==> src/rtl/watch_set_ctrl.sv <==
// -----------------------------------------------------------------------------
// watch_set_ctrl
//   Mode/entry sequencer for the watch time counter.
//   - In set mode, collects six keypad digits (HH MM SS) and checks each
//     against the limit for its position.
//   - Sends a complete entry to the counter with a one-cycle load strobe.
//   - Gates the counter's run enable.
//   - Divides the system clock down to the counter's 1 Hz tick.
//
// Ports
//   clk         1 kHz system clock
//   rst         asynchronous reset, active-high
//   set_mode    set mode requested (already synchronised)
//   key_valid   one-cycle pulse, key_digit holds a new digit
//   key_digit   decimal digit 0..9 (10..15 rejected)
//   key_clr     one-cycle pulse, clear the entry and restart at position 0
//   load        one-cycle strobe, counter loads load_time
//   load_time   BCD {h_ten,h_one,m_ten,m_one,s_ten,s_one}, stable while load=1
//   edit_time   BCD entry buffer shown on the display during EDIT
//   cursor      next digit position 0..5 (0 = h_ten)
//   blink_mask  bit[5-cursor] carries the blink phase in EDIT, 0 otherwise
//   run_en      counter may advance
//   tick_1hz    one-cycle pulse every TICK_DIV cycles while run_en=1
//   key_err     one-cycle pulse, digit rejected
//
// Handshake: a key is consumed on the rising edge where key_valid (or
// key_clr) is high. No back-pressure is applied. Keys arriving outside EDIT
// are dropped silently.
// -----------------------------------------------------------------------------
module watch_set_ctrl #(
  parameter int TICK_DIV    = 1000,
  parameter int TIMEOUT_CYC = 10000,
  parameter int BLINK_DIV   = 250
) (
  input  logic        clk,
  input  logic        rst,
  input  logic        set_mode,
  input  logic        key_valid,
  input  logic [3:0]  key_digit,
  input  logic        key_clr,
  output logic        load,
  output logic [23:0] load_time,
  output logic [23:0] edit_time,
  output logic [2:0]  cursor,
  output logic [5:0]  blink_mask,
  output logic        run_en,
  output logic        tick_1hz,
  output logic        key_err
);

  localparam int TICK_W = (TICK_DIV    > 1) ? $clog2(TICK_DIV)    : 1;
  localparam int TO_W   = (TIMEOUT_CYC > 1) ? $clog2(TIMEOUT_CYC) : 1;
  localparam int BL_W   = (BLINK_DIV   > 1) ? $clog2(BLINK_DIV)   : 1;

  localparam logic [TICK_W-1:0] TICK_LAST = TICK_W'(TICK_DIV - 1);
  localparam logic [TO_W-1:0]   TO_LAST   = TO_W'(TIMEOUT_CYC - 1);
  localparam logic [BL_W-1:0]   BL_LAST   = BL_W'(BLINK_DIV - 1);

  typedef enum logic [1:0] {
    S_IDLE   = 2'd0,
    S_EDIT   = 2'd1,
    S_COMMIT = 2'd2,
    S_HOLD   = 2'd3
  } state_t;

  state_t            state;
  logic              time_valid;
  logic [TICK_W-1:0] presc;
  logic [TO_W-1:0]   idle_cnt;
  logic [BL_W-1:0]   bl_cnt;
  logic              phase;

  logic [3:0]        digit_max;
  logic              digit_ok;
  logic [23:0]       buf_wr;

  // The counter only runs from a committed time and never while the
  // user is editing or holding in set mode.
  assign run_en = time_valid && (state == S_IDLE);

  // Largest digit allowed at the cursor position.
  // The hour units limit depends on the hour tens digit already in the
  // buffer. A clear resets that digit, so the limit is re-evaluated
  // automatically.
  always_comb begin
    digit_max = 4'd9;
    case (cursor)
      3'd0:       digit_max = 4'd2;
      3'd1:       digit_max = (edit_time[23:20] == 4'd2) ? 4'd3 : 4'd9;
      3'd2, 3'd4: digit_max = 4'd5;
      default:    digit_max = 4'd9;
    endcase
  end

  assign digit_ok = (key_digit <= digit_max);

  // Entry buffer with the incoming digit written at the cursor nibble.
  always_comb begin
    buf_wr = edit_time;
    case (cursor)
      3'd0:    buf_wr[23:20] = key_digit;
      3'd1:    buf_wr[19:16] = key_digit;
      3'd2:    buf_wr[15:12] = key_digit;
      3'd3:    buf_wr[11:8]  = key_digit;
      3'd4:    buf_wr[7:4]   = key_digit;
      3'd5:    buf_wr[3:0]   = key_digit;
      default: buf_wr        = edit_time;
    endcase
  end

  // Main sequencer.
  // The tick prescaler lives here because a commit restarts it. That way the
  // first tick lands exactly TICK_DIV cycles after run_en rises.
  always_ff @(posedge clk or posedge rst) begin
    if (rst) begin
      state      <= S_IDLE;
      edit_time  <= '0;
      cursor     <= '0;
      idle_cnt   <= '0;
      load       <= 1'b0;
      load_time  <= '0;
      time_valid <= 1'b0;
      presc      <= '0;
      tick_1hz   <= 1'b0;
      key_err    <= 1'b0;
    end else begin
      load    <= 1'b0;
      key_err <= 1'b0;

      if (run_en) begin
        if (presc == TICK_LAST) begin
          presc    <= '0;
          tick_1hz <= 1'b1;
        end else begin
          presc    <= presc + 1'b1;
          tick_1hz <= 1'b0;
        end
      end else begin
        tick_1hz <= 1'b0;
      end

      case (state)
        S_IDLE: begin
          if (set_mode) begin
            state     <= S_EDIT;
            edit_time <= '0;
            cursor    <= '0;
            idle_cnt  <= '0;
          end
        end

        S_EDIT: begin
          if (!set_mode) begin
            // Abort: leave without loading; a same-cycle key is dropped.
            state <= S_IDLE;
          end else if (key_clr) begin
            edit_time <= '0;
            cursor    <= '0;
            idle_cnt  <= '0;
          end else if (key_valid) begin
            idle_cnt <= '0;
            if (digit_ok) begin
              edit_time <= buf_wr;
              cursor    <= cursor + 3'd1;
              if (cursor == 3'd5) begin
                state      <= S_COMMIT;
                load       <= 1'b1;
                load_time  <= buf_wr;
                time_valid <= 1'b1;
                presc      <= '0;
              end
            end else begin
              key_err <= 1'b1;
            end
          end else if (idle_cnt == TO_LAST) begin
            // Entry abandoned; wait for set_mode to drop.
            state <= S_HOLD;
          end else begin
            idle_cnt <= idle_cnt + 1'b1;
          end
        end

        // load is high for exactly this one cycle.
        S_COMMIT: state <= S_HOLD;

        S_HOLD: begin
          if (!set_mode) state <= S_IDLE;
        end

        default: state <= S_IDLE;
      endcase
    end
  end

  // Free-running blink phase, independent of the sequencer.
  always_ff @(posedge clk or posedge rst) begin
    if (rst) begin
      bl_cnt <= '0;
      phase  <= 1'b0;
    end else if (bl_cnt == BL_LAST) begin
      bl_cnt <= '0;
      phase  <= ~phase;
    end else begin
      bl_cnt <= bl_cnt + 1'b1;
    end
  end

  // Highlight the digit about to be entered. cursor==6 is never held in
  // EDIT, but it is guarded anyway so the shift cannot go out of range.
  always_comb begin
    blink_mask = '0;
    if ((state == S_EDIT) && (cursor <= 3'd5)) begin
      blink_mask = {5'b0, phase} << (3'd5 - cursor);
    end
  end

endmodule
==> config.mk <==
export PLATFORM = sky130hd
export DESIGN_NAME = watch_set_ctrl
export DESIGN_NICKNAME = d
export VERILOG_FILES = /design/src/rtl/watch_set_ctrl.sv
export SDC_FILE = /design/constraint.sdc
export NUM_CORES = 1
export LEC_CHECK = 0
export CORE_UTILIZATION = 55
export DETAILED_ROUTE_END_ITERATION = 12
export GPL_ROUTABILITY_DRIVEN = 0
export GPL_TIMING_DRIVEN = 0
export PLACE_DENSITY = 0.82
export REMOVE_ABC_BUFFERS = 1
export SKIP_CTS_REPAIR_TIMING = 1
export SYNTH_ARGS = -nofsm -noshare
export SYNTH_HDL_FRONTEND = slang
export SYNTH_SLANG_ARGS = --single-unit
==> constraint.sdc <==
create_clock -name clk -period 5.2 [get_ports clk]
set_input_delay 1.04 -clock clk [delete_from_list [all_inputs] [get_ports clk]]
set_output_delay 1.04 -clock clk [all_outputs]
set_load 0.02 [all_outputs]
==> impl_metrics.py <==
metrics = {
    "worst_setup_path": {
        "crit_path_start_kind": "register",
        "crit_chain": "inv_1 > ha_1 > nor2b_1 > o21ai_0 > ha_1 > a211oi_1 > o21a_1 > or2_1 > and3_1 > a32o_1",
        "worstPathBufferInverterCount": 1,
        "crit_top_cell": "ha_1",
        "critical_path_peak_fanout": 15,
        "cp_top_family": "simple AND/OR/NAND/NOR gates",
        "cp_data_required_time_ns": 5.48,
        "crit_slowest_cell": "nor2b_1",
        "max_stage_delay_ns": 0.73,
        "arrival_ns": 4.34,
        "end_kind": "register",
        "crit_type": "reg2reg",
    },
    "sta": {
        "skew_ns": 0.0146,
        "setup_violations": 0,
        "min_period_ns": 4.05,
        "drv_slew": 0,
        "maxSlewHeadroom_pct": 37.8,
        "tightestPinTransition_ns": 0.931,
        "setup-tns-final_ns": 0,
        "max_freq_mhz": 247,
        "rsz0062_at_grt": "false",
        "hold_viol": 0,
        "min_period_over_period_pct": 77.9,
        "finalWorstSetupSlack_ns": 1.15,
        "worst_hold_slack_ns": 0.487,
    },
    "route": {
        "drt-wirelength-per-cell_um": 16.0,
        "drc": 0,
        "route.vias.total": 3314,
        "wirelength_um": 9370,
        "drtIter0Drc": 175,
        "ant_nets": 0,
        "first_pass_iters": 4,
        "viasPerCell": 5.66,
    },
    "clock_network": {
        "clockRootBuffer": "clkbuf_8",
        "h-tree-depth": 3,
        "cts_tree": "yes",
        "cts_buffer_depth": 2,
        "numCtsBuffers": 9,
        "cts.sinks": 90,
        "insertion_delay_ns": 0.36,
        "clk_pin_slew_worst_paths_ns": 0.09,
    },
    "logic_synthesis": {
        "seq_area_frac_synth_pct": 51.3,
        "async_flop_share_pct": 100,
        "synthCells": 419,
        "ys_types": 48,
        "ys_seq_elements": 90,
        "yosys_warnings": 0,
        "ys.flop_type": "dfrtp_1",
        "synth_edf_count": 0,
        "avgSynthCellArea_um2": 10.5,
        "netlist_area_mm2": 0.00439,
    },
    "global_route": {
        "grt_pass1_wl_um": 16000,
        "grt.total_usage_pct": 24.7,
        "grt_max_degree": 54,
        "grt_antenna_before_repair": 0,
        "grt_pass1_vias": 3342,
        "overflow": 0,
    },
    "cells_and_area": {
        "n_antenna_cell": 0,
        "layout.cells.non_filler": 586,
        "syn_to_final_growth_pct": 22.0,
        "fin_nets": 504,
        "drive_above_1_share_pct": 6.20,
    },
    "placed_design": {
        "port_buffers": 69,
        "place_ws_ns": 1.12,
        "dp_hpwl_um": 6590,
        "place_inst": 571,
    },
    "die": {
        "start_util_pct": 56.8,
        "core_mm2": 0.00773,
        "io_pins": 70,
        "die_w_um": 91.4,
        "rows": 32,
        "fp.dieArea_mm2": 0.00835,
        "die_y_um": 91.4,
    },
    "power": {
        "total_power_uw": 1380,
        "max-vdd-ir-drop_v": 0.000196,
        "power.leakage_uw": 0.00231,
        "power-per-cell-area_mw_per_mm2": 258,
    },
    "run_status": {
        "status": "finished, final reports clean",
    },
    "job": {
        "max_cap_violations": 0,
    },
    "min_path": {
        "hp-class": "reg2reg",
    },
}
-- through the flow --
stage          utilization (%)  instance area, µm²
5_1_grt                   69.3                5360
3_3_place_gp              66.0                5100
4_1_cts                   69.3                5360
6_report                  69.3                5360
2_1_floorplan                -                4290
3_5_place_dp              66.9                5170
-- state kept, by name (all words and copies together) (netlist names), named ones only --
signal      flops
bl_cnt          8
cursor          3
edit_time      24
idle_cnt       14
key_err         1
load            1
load_time      24
phase           1
presc          10
state           1
tick_1hz        1
time_valid      1
-- kinds of logic (layout without fill, tap and decap cells) --
logic type	after synthesis	after routing	synth area share [%]
adder cells (fa/ha/maj)	15	15	4.27
XOR/XNOR	21	21	4.19
multiplexers	24	24	5.58
flip-flops	90	90	51.3
AND/OR/NAND/NOR	149	149	17.8
AO/OA/AOI/OAI	83	83	13.0
buffers and inverters	37	102	3.90
-- tightest hold or removal path, cell delays in order (launching register included) --
cell and delay [ns]:
dfrtp_1 0.35, nand2_1 0.05, o21ai_0 0.06
-- Yosys cell counts (all sizes together) (10+ instances only) --
cell / count / share of area [%]
dfrtp: 90 / 51
nand2: 44 / 3.8
nor2: 38 / 3.2
o21ai: 34 / 3.9
mux2i: 20 / 4.6
a32o: 17 / 3.9
inv: 16 / 1.5
ha: 15 / 4.3
buf: 13 / 1.7
nor3: 12 / 1.9
xnor2: 12 / 2.4
a22o: 11 / 2.2
nand3: 10 / 1.1
-- layout make-up --
type | count | area (µm²)
Clock buffer | 10 | 128
Inverter | 16 | 67.6
Sequential cell | 90 | 2250
Clock inverter | 5 | 56.3
Multi-Input combinational cell | 292 | 1980
Fill cell | 574 | 2370
Tap cell | 102 | 128
Timing Repair Buffer | 71 | 746
-- cell usage in the layout, fill, tap and decap left out, types with 8 or more instances in the layout --
master           synthesis  layout
ha_1                    15      15
clkbuf_8                 0       9
o21ai_1                 21      20
clkdlybuf4s50_1          0      69
mux2i_1                 20      20
nand2_1                 44      44
dfrtp_1                 90      90
a32o_1                  17      17
and3_1                   8       8
a22o_1                  11      11
xor2_1                   9       9
o21ai_0                 13      13
xnor2_1                 12      12
a21oi_1                  9       9
inv_1                   14      13
nor2_1                  38      37
nand3_1                 10      10
-- where the power goes --
part           internal, µW  switching (µW)  total (µW)  leakage (µW)
Sequential              708            14.4         723       0.00122
Clock                   219             238         457     0.0000921
Combinational          69.5             133         202      0.000990
-- layer usage --
| metal | part of all wire [%] | track usage [%] | vias up |
|---|---|---|---|
| met3 | 4.2 | 4.44 | 17 |
| met1 | 45 | 33.2 | 1608 |
| met5 | 0 | 0 | - |
| li1 | - | - | 1613 |
| met4 | 1.7 | 9.79 | 0 |
| met2 | 49 | 40.0 | 76 |
-- path summary, 6_finish.rpt --
kind	from	cells past startpoint	endpoint	slack [ns]
setup / recovery	cursor[1]$_DFFE_PP0P_	10	edit_time[20]$_DFFE_PP0P_	1.15
min in group asynchronous	rst	2	presc[2]$_DFF_PP0_	1.07
setup reg to reg	cursor[1]$_DFFE_PP0P_	10	edit_time[20]$_DFFE_PP0P_	1.15
hold reg to reg	load_time[21]$_DFFE_PP0P_	2	load_time[21]$_DFFE_PP0P_	0.49
hold / removal	load_time[21]$_DFFE_PP0P_	2	load_time[21]$_DFFE_PP0P_	0.49
max in group asynchronous	rst	3	edit_time[18]$_DFFE_PP0P_	3.52
No activity file was read; power rests on OpenSTA's default activity.
